### src/rtl/dmem_pkg.sv
// Shared types and helpers for the data-memory responder: funct3 codes,
// FSM states, channel structs and store lane formatting.
package dmem_pkg;

    localparam logic [2:0] F3_B  = 3'b000;
    localparam logic [2:0] F3_H  = 3'b001;
    localparam logic [2:0] F3_W  = 3'b010;
    localparam logic [2:0] F3_BU = 3'b100;
    localparam logic [2:0] F3_HU = 3'b101;

    typedef enum logic [1:0] {
        IDLE,
        WAIT,
        RESP
    } dmem_state_e;

    typedef struct packed {
        logic        we;
        logic [2:0]  funct3;
        logic [31:0] addr;
        logic [31:0] wdata;
    } dmem_req_t;

    typedef struct packed {
        logic [31:0] rdata;
        logic        err;
    } dmem_rsp_t;

    // size is funct3[1:0]: 00 byte, 01 half, 10 word
    function automatic logic [3:0] store_be(input logic [1:0] size, input logic [1:0] off);
        logic [3:0] be;
        case (size)
            2'b00:   be = 4'b0001 << off;
            2'b01:   be = 4'b0011 << off;
            default: be = 4'b1111;
        endcase
        return be;
    endfunction

    function automatic logic [31:0] store_lanes(input logic [1:0] size, input logic [31:0] wdata);
        logic [31:0] lanes;
        case (size)
            2'b00:   lanes = {4{wdata[7:0]}};
            2'b01:   lanes = {2{wdata[15:0]}};
            default: lanes = wdata;
        endcase
        return lanes;
    endfunction

endpackage

### src/rtl/dmem_responder_if.sv
// Load/store request and response channels plus the block-RAM port,
// bundled between the MEM stage, the responder and the BRAM.
interface dmem_responder_if #(
    parameter int ADDR_W = 10
);
    logic              req_valid;
    logic              req_ready;
    logic              req_we;
    logic [2:0]        req_funct3;
    logic [31:0]       req_addr;
    logic [31:0]       req_wdata;
    logic              rsp_valid;
    logic              rsp_ready;
    logic [31:0]       rsp_rdata;
    logic              rsp_err;
    logic              mem_en;
    logic [3:0]        mem_we;
    logic [ADDR_W-1:0] mem_addr;
    logic [31:0]       mem_wdata;
    logic [31:0]       mem_rdata;

    // master is the pipeline together with the BRAM it talks through
    modport master (
        output req_valid, req_we, req_funct3, req_addr, req_wdata, rsp_ready, mem_rdata,
        input  req_ready, rsp_valid, rsp_rdata, rsp_err, mem_en, mem_we, mem_addr, mem_wdata
    );

    modport slave (
        input  req_valid, req_we, req_funct3, req_addr, req_wdata, rsp_ready, mem_rdata,
        output req_ready, rsp_valid, rsp_rdata, rsp_err, mem_en, mem_we, mem_addr, mem_wdata
    );
endinterface

### src/rtl/dmem_load_align.sv
// Aligns a BRAM read word to the requested byte offset and sign- or
// zero-extends it according to the load funct3.
module dmem_load_align
    import dmem_pkg::*;
(
    input  logic [31:0] rdata,
    input  logic [1:0]  off,
    input  logic [2:0]  funct3,
    output logic [31:0] data
);
    logic [31:0] shifted;

    assign shifted = rdata >> {off, 3'b000};

    always_comb begin
        data = '0;
        case (funct3)
            F3_B:    data = {{24{shifted[7]}}, shifted[7:0]};
            F3_H:    data = {{16{shifted[15]}}, shifted[15:0]};
            F3_W:    data = shifted;
            F3_BU:   data = {24'd0, shifted[7:0]};
            F3_HU:   data = {16'd0, shifted[15:0]};
            default: data = '0;
        endcase
    end
endmodule

### src/rtl/dmem_responder.sv
// Single-outstanding load/store responder in front of a byte-enabled
// single-port BRAM, returning a registered, extended response.
module dmem_responder
    import dmem_pkg::*;
#(
    parameter int ADDR_W       = 10,
    parameter int READ_LATENCY = 1
) (
    input logic             clk,
    input logic             rst,
    dmem_responder_if.slave bus
);
    dmem_req_t   req_p0;
    dmem_state_e state_q, state_d;
    logic        ready_p0, accept_p0, err_p0;
    logic [1:0]  cnt_q;
    logic [1:0]  off_p1;
    logic [2:0]  f3_p1;
    logic [31:0] ld_data_p1;
    dmem_rsp_t   rsp_p2;

    function automatic logic req_error(input dmem_req_t r);
        logic bad_align, bad_range, bad_f3;
        bad_align = (r.funct3[1:0] == 2'b01 && r.addr[0])
                 || (r.funct3[1:0] == 2'b10 && r.addr[1:0] != 2'b00);
        bad_range = (r.addr >> (ADDR_W + 2)) != 32'd0;
        bad_f3    = r.we ? (r.funct3 >= 3'b011)
                         : (r.funct3 == 3'b011 || r.funct3[2:1] == 2'b11);
        return bad_align | bad_range | bad_f3;
    endfunction

    assign req_p0 = '{we: bus.req_we, funct3: bus.req_funct3,
                      addr: bus.req_addr, wdata: bus.req_wdata};

    assign ready_p0  = (state_q == IDLE) && !rst;
    assign accept_p0 = bus.req_valid && ready_p0;
    assign err_p0    = req_error(req_p0);

    always_comb begin
        state_d       = state_q;
        bus.mem_en    = 1'b0;
        bus.mem_we    = 4'b0000;
        bus.mem_addr  = '0;
        bus.mem_wdata = '0;
        case (state_q)
            IDLE: begin
                if (accept_p0) begin
                    state_d = (err_p0 || req_p0.we) ? RESP : WAIT;
                    if (!err_p0) begin
                        bus.mem_en   = 1'b1;
                        bus.mem_addr = req_p0.addr[ADDR_W+1:2];
                        if (req_p0.we) begin
                            bus.mem_we    = store_be(req_p0.funct3[1:0], req_p0.addr[1:0]);
                            bus.mem_wdata = store_lanes(req_p0.funct3[1:0], req_p0.wdata);
                        end
                    end
                end
            end
            WAIT: begin
                if (cnt_q == 2'd0) state_d = RESP;
            end
            RESP: begin
                if (bus.rsp_ready) state_d = IDLE;
            end
            default: state_d = IDLE;
        endcase
    end

    always_ff @(posedge clk) begin
        if (rst) begin
            state_q <= IDLE;
            cnt_q   <= 2'd0;
            rsp_p2  <= '0;
        end else begin
            state_q <= state_d;
            if (accept_p0) begin
                cnt_q <= 2'(READ_LATENCY - 1);
                if (err_p0 || req_p0.we) rsp_p2 <= '{rdata: 32'd0, err: err_p0};
            end
            if (state_q == WAIT) begin
                if (cnt_q != 2'd0) cnt_q  <= cnt_q - 2'd1;
                else               rsp_p2 <= '{rdata: ld_data_p1, err: 1'b0};
            end
        end
    end

    // p0 -> p1: load offset and type held until the BRAM word arrives
    always_ff @(posedge clk) begin
        if (accept_p0) begin
            off_p1 <= req_p0.addr[1:0];
            f3_p1  <= req_p0.funct3;
        end
    end

    dmem_load_align u_align (
        .rdata  (bus.mem_rdata),
        .off    (off_p1),
        .funct3 (f3_p1),
        .data   (ld_data_p1)
    );

    assign bus.req_ready = ready_p0;
    assign bus.rsp_valid = (state_q == RESP);
    assign bus.rsp_rdata = rsp_p2.rdata;
    assign bus.rsp_err   = rsp_p2.err;
endmodule

### src/flat_wrapper.sv
// flat-port wrapper written by rule: the top's interface ports become plain ports
module dmem_responder_flat import dmem_pkg::*;
#(
    parameter int ADDR_W       = 10,
    parameter int READ_LATENCY = 1
)
  (clk, rst, bus_req_valid, bus_req_we, bus_req_funct3, bus_req_addr, bus_req_wdata, bus_rsp_ready, bus_mem_rdata, bus_req_ready, bus_rsp_valid, bus_rsp_rdata, bus_rsp_err, bus_mem_en, bus_mem_we, bus_mem_addr, bus_mem_wdata);
  dmem_responder_if #(.ADDR_W(ADDR_W)) bus_i ();
  input logic clk;
  input logic rst;
  input wire logic [$bits(bus_i.req_valid)-1:0] bus_req_valid;
  input wire logic [$bits(bus_i.req_we)-1:0] bus_req_we;
  input wire logic [$bits(bus_i.req_funct3)-1:0] bus_req_funct3;
  input wire logic [$bits(bus_i.req_addr)-1:0] bus_req_addr;
  input wire logic [$bits(bus_i.req_wdata)-1:0] bus_req_wdata;
  input wire logic [$bits(bus_i.rsp_ready)-1:0] bus_rsp_ready;
  input wire logic [$bits(bus_i.mem_rdata)-1:0] bus_mem_rdata;
  output wire logic [$bits(bus_i.req_ready)-1:0] bus_req_ready;
  output wire logic [$bits(bus_i.rsp_valid)-1:0] bus_rsp_valid;
  output wire logic [$bits(bus_i.rsp_rdata)-1:0] bus_rsp_rdata;
  output wire logic [$bits(bus_i.rsp_err)-1:0] bus_rsp_err;
  output wire logic [$bits(bus_i.mem_en)-1:0] bus_mem_en;
  output wire logic [$bits(bus_i.mem_we)-1:0] bus_mem_we;
  output wire logic [$bits(bus_i.mem_addr)-1:0] bus_mem_addr;
  output wire logic [$bits(bus_i.mem_wdata)-1:0] bus_mem_wdata;
  assign bus_i.req_valid = bus_req_valid;
  assign bus_i.req_we = bus_req_we;
  assign bus_i.req_funct3 = bus_req_funct3;
  assign bus_i.req_addr = bus_req_addr;
  assign bus_i.req_wdata = bus_req_wdata;
  assign bus_i.rsp_ready = bus_rsp_ready;
  assign bus_i.mem_rdata = bus_mem_rdata;
  assign bus_req_ready = bus_i.req_ready;
  assign bus_rsp_valid = bus_i.rsp_valid;
  assign bus_rsp_rdata = bus_i.rsp_rdata;
  assign bus_rsp_err = bus_i.rsp_err;
  assign bus_mem_en = bus_i.mem_en;
  assign bus_mem_we = bus_i.mem_we;
  assign bus_mem_addr = bus_i.mem_addr;
  assign bus_mem_wdata = bus_i.mem_wdata;
  dmem_responder #(.ADDR_W(ADDR_W), .READ_LATENCY(READ_LATENCY)) u_core (.clk(clk), .rst(rst), .bus(bus_i));
endmodule
### config.mk
export PLATFORM = sky130hd
export DESIGN_NAME = dmem_responder_flat
export DESIGN_NICKNAME = d
export VERILOG_FILES = /design/src/rtl/dmem_pkg.sv /design/src/rtl/dmem_responder_if.sv /design/src/rtl/dmem_load_align.sv /design/src/rtl/dmem_responder.sv /design/src/flat_wrapper.sv
export SDC_FILE = /design/constraint.sdc
export NUM_CORES = 1
export LEC_CHECK = 0
export ABC_AREA = 1
export BUFFER_PORTS_ARGS = -buffer_cell sky130_fd_sc_hd__buf_4
export CORE_ASPECT_RATIO = 1.4
export CORE_MARGIN = 5
export CORE_UTILIZATION = 45
export CTS_CLUSTER_SIZE = 14
export DETAILED_ROUTE_END_ITERATION = 12
export HOLD_SLACK_MARGIN = 0.02
export PLACE_DENSITY = 0.81
export SLEW_MARGIN = 20
export SYNTH_ARGS = -nofsm -noshare
export SYNTH_HDL_FRONTEND = slang
export SYNTH_SLANG_ARGS = --single-unit
### constraint.sdc
create_clock -name clk -period 2 [get_ports clk]
set_input_delay 0 -clock clk [delete_from_list [all_inputs] [get_ports clk]]
set_output_delay 0 -clock clk [all_outputs]
set_load 0.005 [all_outputs]
==> summary.txt, run 1 <==
Layout
  – Fillers: 689
  – N_diodes: 0
  – Design area: 0.00501 mm²
  – Final net count: 875
  – Fin util: 68.5%
  – P&R area growth vs syn: 49.2%
  – Layout cell share with drive strength beyond 1: 32.8%

STA
  – Fmax: 0.505 GHz
  – Worst-Margin Slew: 0.663 ns
  – Final Hold Vio Count: 0
  – Final Cycle Share: 99.0%
  – Pins over their slew limit: 0
  – Period minus WS final: 1.98 ns
  – Fin worst setup slack: 0.0205 ns
  – Hold slack: 0.109 ns
  – Setup TNS Final: 0 ns
  – Final setup viols: 0
  – Skew final: 0.00295 ns
  – Worst relative slew slack: 55.7%

Power
  – Switch Pwr: 580 µW
  – Int Power: 1.41 mW
  – Pwr/cell area: 397 mW/mm²
  – Power share of the clock group: 32.1%
  – Worst vdd ir: 310 µV
  – Pleak: 2.50 nW
  – Sw Share: 29.2%
  – Sequential share of power: 43.7%
  – Logic gate share of total power: 24.2%

Global route
  – Initial antenna violation count: 0
  – First-pass GRT wire length: 19600 µm
  – Largest net degree at the start of global routing: 36
  – Gr ovfl total: 0
  – Gr usage total: 25.5%
  – Vias in the first global route: 4299

Worst setup path
  – CP endpoint kind: output port
  – Critical-path maximum fanout: 10
  – Reg2reg start: u_core.off_p1[0]
  – R2R Path End: u_core.bus.rsp_rdata[19]
  – CP Data Arrival Time: 1.98 ns
  – R2r worst-path depth: 9
  – Crit path kind: primary input to output port
  – R2r setup slk: 0.28 ns
  – Crit path launch type: primary input
  – WP data required: 2.00 ns

Die
  – Horiz. Die Dim: 83.0 µm
  – Core box area: 0.00731 mm²
  – I/O pins: 186
  – Die area: 0.00931 mm²
  – Initial Utilization: 45.9%
  – DIE HEIGHT: 112 µm
  – Rows: 37

Yosys
  – Synth cell types: 34
  – Cell count after synthesis: 586
  – Synth Register Bits: 42
  – Ranking of synthesized cells by area: dfxtp_1, nand2_1, nor2_1, inv_1, a21oi_1
  – Register area share after synthesis: 26.5%
  – Number of synthesized flops with an enable pin: 5
  – Top post-synthesis cells by count: nand2_1, nor2_1, inv_1
  – Syn Area/Cell: 5.73 µm²
  – Yosys Warn Count: 0
  – Most common cell in the netlist: nand2_1
  – Netlist Area Pre-Place: 0.00336 mm²
  – Synth top area share: 22.1%
  – Most used flip-flop cell after synthesis: dfxtp_1
  – Asr flop ratio synth: 0%
  – Largest area contributor in the netlist: dfxtp_1
  – Syn Nets: 690

Clocking
  – Worst-Skew Late Latency: 0.30 ns
  – CTS tree: yes
  – Clock root buffer: clkbuf_8
  – CTS Buffer Depth: 2
  – CTS Buf Count: 5
  – H-tree Lvls: 2
  – Clock tree sinks: 42
  – Worst-path clk slew: 0.08 ns

Placed design
  – DP Wirelength: 9930 µm
  – Placed Area: 0.00474 mm²
  – IO buf count: 185
  – Worst slack, placed: 0.285 ns
  – Placer Congestion: 0.903

Route
  – First-pass DRT Iterations: 5
  – DRC Markers: 0
  – Iteration-0 DRC Markers: 342
  – Vias per inst: 5.06
  – Total wire length: 12700 µm
  – DRT antenna net count: 0
  – Wire length per cell: 14.6 µm
  – DR vias: 4398

Flow run
  – Maxcap violations: 0

Status
  – Status: complete, no violations

Worst hold path
  – Hold path cells: 2
  – Worst Hold End: u_core.bus.rsp_rdata[10]
  – Hold Crit Start: rst
  – Hold Crit Class: primary input to register
==> cell usage in the layout, fill, tap and decap left out <==
cell type        n
buf_6            1
dlygate4sd3_1    5
edfxtp_1         5
a31o_2           1
inv_2            5
nand2_8          1
o32ai_1          1
inv_6            2
clkbuf_8         5
nor2_4           3
clkinv_8         1
nor4_1           1
buf_4          198
nand3_2          2
nand3b_1         1
nor2_1         117
inv_1           79
nor2_2          21
dfxtp_1         37
a21oi_2          1
nor2_8           1
nor3_2           1
o21ai_1          4
nand3b_4         1
inv_4            4
o221ai_1         1
clkinv_1         1
a21oi_1         43
clkbuf_16        1
nand2_1        147
nand2_2          4
nand3_1         13
o21ai_0         41
o22ai_1          7
clkbuf_1         1
nor3_1           3
o211ai_1        12
==> kinds of logic after synthesis <==
group | Yosys count | synth area share [%]
buffers and inverters | 118 | 15.5
AOI/OAI and AO/OA | 111 | 18.1
and+or+nand+nor | 315 | 39.8
DFF | 42 | 26.5
==> power by group through the flow <==
stage,Sequential (mW),Clock (mW),Combinational (mW)
finish,0.870,0.638,0.481
floorplan,0.887,0,0.238
global placement,0.889,0,0.449
global route,0.872,0.683,0.528
CTS,0.870,0.640,0.472
detailed placement,0.889,0,0.462
==> area by class of cell <==
cell class / count / area [µm²] / area share, %
inverters: 89 / 354 / 7.07
clock inverters: 1 / 6.26 / 0.125
well taps: 97 / 121 / 2.42
repair inverters: 2 / 17.5 / 0.350
repair buffers: 204 / 1550 / 30.9
clock buffers: 7 / 97.6 / 1.95
flip-flops and latches: 42 / 891 / 17.8
multi-input cells: 427 / 1970 / 39.4
==> worst max path at each step <==
stage          depth (start not counted)                        to         startpoint  slack (ns)
6_report                              14         bus_mem_wdata[28]    bus_req_addr[0]        0.02
5_1_grt                               14         bus_mem_wdata[28]    bus_req_addr[0]       -0.06
4_1_cts                               12         bus_mem_wdata[26]  bus_req_funct3[0]        0.03
3_5_place_dp                           8         bus_mem_wdata[22]  u_core.state_q[0]        0.28
3_3_place_gp                           8         bus_mem_wdata[22]  u_core.state_q[0]        0.34
2_1_floorplan                         10  u_core.bus.rsp_rdata[16]   u_core.off_p1[1]        0.59
==> worst max-delay path, cell delays in order <==
cell and delay (ns):
dlygate4sd3_1 0.54, buf_4 0.15, inv_1 0.09, nand2_1 0.09
nand2_2 0.11, nand3b_4 0.10, nor2_4 0.16, nand2_8 0.09
nor2_4 0.12, buf_6 0.14, buf_4 0.13, inv_6 0.06
nor2_2 0.08, buf_4 0.12
==> state kept, by name, indices dropped and copies added (netlist names) <==
| signal | count |
|---|---|
| u_core.bus.rsp_rdata | 32 |
| u_core.cnt_q | 2 |
| u_core.state_q | 2 |
| u_core.bus.rsp_err | 1 |
| u_core.off_p1 | 2 |
| u_core.f3_p1 | 3 |
==> layer usage <==
| layer | vias to the layer above | global-route usage [%] | wire (µm) | part of all wire [%] |
|---|---|---|---|---|
| met1 | 1937 | 23.3 | 4200 | 33 |
| met3 | 48 | 7.20 | 1120 | 8.8 |
| met5 | - | 0 | 0 | 0 |
| met4 | 0 | 12.8 | 613 | 4.8 |
| li1 | 2182 | - | - | - |
| met2 | 231 | 50.2 | 6780 | 53 |
==> repair_timing <==
| item | CTS | global route |
|---|---|---|
| endpoints found under the hold margin | 5 | 0 |
| resized for setup | 1 | 11 |
| pin swaps | 0 | 5 |
| setup buffers | 0 | 6 |
| hold buffers | 5 | 0 |
| cloned | 0 | 3 |
| endpoints found under the setup margin | 6 | 45 |
==> metrics by stage <==
stage | power [mW] | std cells
final | 1.99 | 869
after global routing | 2.08 | 869
after CTS | 1.98 | 860
after detailed placement | 1.35 | 847
after global placement | 1.34 | 847
after floorplan | 1.13 | 586
No activity file was read; power rests on OpenSTA's default activity.
==> run 2, diff against run 1 <==
--- a/config.mk
+++ b/config.mk
@@ -9,11 +9,11 @@
 export BUFFER_PORTS_ARGS = -buffer_cell sky130_fd_sc_hd__buf_4
 export CORE_ASPECT_RATIO = 1.4
 export CORE_MARGIN = 5
-export CORE_UTILIZATION = 45
+export CORE_UTILIZATION = 49
 export CTS_CLUSTER_SIZE = 14
 export DETAILED_ROUTE_END_ITERATION = 12
 export HOLD_SLACK_MARGIN = 0.02
-export PLACE_DENSITY = 0.81
+export PLACE_DENSITY = 0.87
 export SLEW_MARGIN = 20
 export SYNTH_ARGS = -nofsm -noshare
 export SYNTH_HDL_FRONTEND = slang
==> constraint.sdc (replaced) <==
create_clock -name clk -period 2.3 [get_ports clk]
set_input_delay 0 -clock clk [delete_from_list [all_inputs] [get_ports clk]]
set_output_delay 0 -clock clk [all_outputs]
set_load 0.005 [all_outputs]
==> run 2 against run 1 <==
Against the previous run: clock power is 6.0% lower; worst hold slack improved by 0.0059 ns; combinational power is 15% lower; worst setup slack better by 0.15 ns; die area is 7.3% lower; design area is 2.5% lower; sequential cell count unchanged; wire length down 1.7%; critical path type unchanged; critical endpoint is now bus_mem_wdata[11]; largest cell class unchanged.
==> summary.txt, run 2 (same netlist as run 1, synthesis figures left out) <==
Worst setup path
  – CP Data Arrival Time: 2.13 ns (was 1.98 ns)
  – Slowest-stage cell, CP: dlygate4sd3_1 (unchanged)
  – CP endpoint kind: output port (unchanged)
  – Critical path cell sequence: dlygate4sd3_1, buf_4, inv_4, nor2_1, nand2_2, nand3b_4, nor2_4, nand2_4, nor2_8, o21ai_0, nor2_1, buf_4 (was dlygate4sd3_1, buf_4, inv_1, nand2_1, nand2_2, nand3b_4, nor2_4, nand2_8, nor2_4, buf_6, buf_4, inv_6, nor2_2, buf_4)
  – Crit path launch type: primary input (unchanged)
  – Critical-path maximum fanout: 27 (was 10)
  – WP data required: 2.30 ns (was 2.00 ns)
  – Crit path kind: primary input to output port (unchanged)
  – CP max stage delay: 0.54 ns (about the same)

Global route
  – Gr usage total: 28.3% (was 25.5%)
  – Initial antenna violation count: 0 (unchanged)
  – Gr ovfl total: 0 (unchanged)
  – Vias in the first global route: 4239 (was 4299)
  – Largest net degree at the start of global routing: 36 (unchanged)
  – First-pass GRT wire length: 19500 µm (was 19600 µm)

Route
  – DRT antenna net count: 0 (unchanged)
  – DRC Markers: 0 (unchanged)
  – Vias per inst: 5.11 (was 5.06)
  – Wire length per cell: 14.7 µm (was 14.6 µm)
  – First-pass DRT Iterations: 6 (was 5)
  – Total wire length: 12500 µm (was 12700 µm)
  – Iteration-0 DRC Markers: 425 (was 342)
  – DR vias: 4347 (was 4398)

STA
  – Final setup viols: 0 (unchanged)
  – Worst-Margin Slew: 0.662 ns (was 0.663 ns)
  – Fin worst setup slack: 0.174 ns (was 0.0205 ns)
  – Final Hold Vio Count: 0 (unchanged)
  – Period minus WS final: 2.13 ns
  – RSZ-0062 raised after global routing: no
  – Setup TNS Final: 0 ns (unchanged)
  – Skew final: 0.00682 ns (was 0.00295 ns)
  – Hold slack: 0.115 ns (was 0.109 ns)
  – Final Cycle Share: 92.4%
  – Pins over their slew limit: 0 (unchanged)
  – Worst relative slew slack: 55.7% (about the same)
  – Fmax: 0.470 GHz

Layout
  – Commonest cells after routing, fill and taps aside: buf_4, nand2_1, nor2_1, inv_1, a21oi_1 (unchanged)
  – Max reg flops: 32 (unchanged)
  – Layout cell share with drive strength beyond 1: 31.4% (was 32.8%)
  – Area occupied by registers: 891 µm² (unchanged)
  – N_diodes: 0 (unchanged)
  – Commonest non-fill, non-tap cell in the layout: buf_4 (unchanged)
  – Final net count: 862 (was 875)
  – P&R area growth vs syn: 45.4% (was 49.2%)
  – Fillers: 567 (was 689)
  – Footprint of the multi-input gates: 0.00195 mm² (was 0.00197 mm²)

Clocking
  – Clock root buffer: clkbuf_8 (unchanged)
  – Clock tree sinks: 42 (unchanged)
  – Setup bufs post-CTS: 0 (unchanged)
  – CTS tree: yes (unchanged)
  – Worst-path clk slew: 0.08 ns (about the same)
  – Worst-Skew Late Latency: 0.30 ns (about the same)
  – H-tree Lvls: 2 (unchanged)
  – CTS Buffer Depth: 2 (unchanged)
  – CTS Buf Count: 5 (unchanged)

Die
  – Initial Utilization: 50.8% (was 45.9%)
  – Core box area: 0.00661 mm² (was 0.00731 mm²)
  – DIE HEIGHT: 108 µm (was 112 µm)
  – Rows: 35 (was 37)
  – Horiz. Die Dim: 80.0 µm (was 83.0 µm)
  – I/O pins: 186 (unchanged)
  – Die area: 0.00863 mm² (was 0.00931 mm²)

Power
  – Worst vdd ir: 273 µV (was 310 µV)
  – Pwr/cell area: 362 mW/mm² (was 397 mW/mm²)
  – Pleak: 2.45 nW (was 2.50 nW)
  – Pwr Total: 1.77 mW (was 1.99 mW)

Placed design
  – Worst slack, placed: 0.468 ns (was 0.285 ns)
  – DP Wirelength: 9820 µm (was 9930 µm)
  – IO buf count: 185 (unchanged)
  – Placer Congestion: 0.934 (was 0.903)

Worst hold path
  – Hold Crit Class: primary input to register (unchanged)

Flow run
  – Maxcap violations: 0 (unchanged)

Status
  – Status: complete, no violations (unchanged)
==> run 2: metrics by stage <==
step / cells / area [µm²] / utilization (%)
4_1_cts: 851 / 4880 / 73.8
6_report: 851 / 4880 / 73.9
3_3_place_gp: 838 / 4720 / 71.4
3_5_place_dp: 838 / 4720 / 71.4
5_1_grt: 851 / 4880 / 73.9
2_1_floorplan: 586 / 3360 / -
==> run 2: power by group <==
part	internal, mW	total [mW]	switching (mW)	leakage [nW]
logic	0.191	0.409	0.218	2.06
registers	0.749	0.758	0.00840	0.345
clock network	0.324	0.600	0.276	0.0514
==> run 2: path summary, 6_finish.rpt <==
check / slack [ns] / startpoint / endpoint / depth (start not counted)
worst min register to register: 0.47 / u_core.bus.rsp_err / u_core.bus.rsp_err / 2
worst max-delay path: 0.17 / bus_req_funct3[1] / bus_mem_wdata[11] / 12
worst min-delay path: 0.12 / rst / u_core.bus.rsp_rdata[11] / 2
worst max register to register: 0.46 / u_core.off_p1[0] / u_core.bus.rsp_rdata[24] / 9
==> run 2: timing repair <==
item,4_1_cts,5_1_grt
hold endpoints to repair,5,0
hold buffers,5,0
endpoints found under the setup margin,0,11
resized for setup,0,2
==> run 2: final cells by class <==
| class | count | area share [%] |
|---|---|---|
| repair buffers | 194 | 30.3 |
| inverters | 89 | 6.94 |
| flip-flops and latches | 42 | 18.2 |
| clock buffers | 6 | 1.49 |
| well taps | 92 | 2.36 |
| clock inverters | 2 | 0.769 |
| multi-input cells | 426 | 39.9 |
==> run 2: worst max-delay path, delay by kind of cell <==
family	cells	cell delay (ns)
buffers and inverters	4	1.06
and+or+nand+nor	7	0.88
AOI/OAI and AO/OA	1	0.20
==> run 2: layer usage <==
metal  global-route usage (%)  up-vias  wire length, µm
li1                         -     2155                -
met1                     27.0     1920             4050
met4                     14.7        0              558
met5                        0        -                0
met3                     7.00       42             1190
met2                     54.3      230             6690
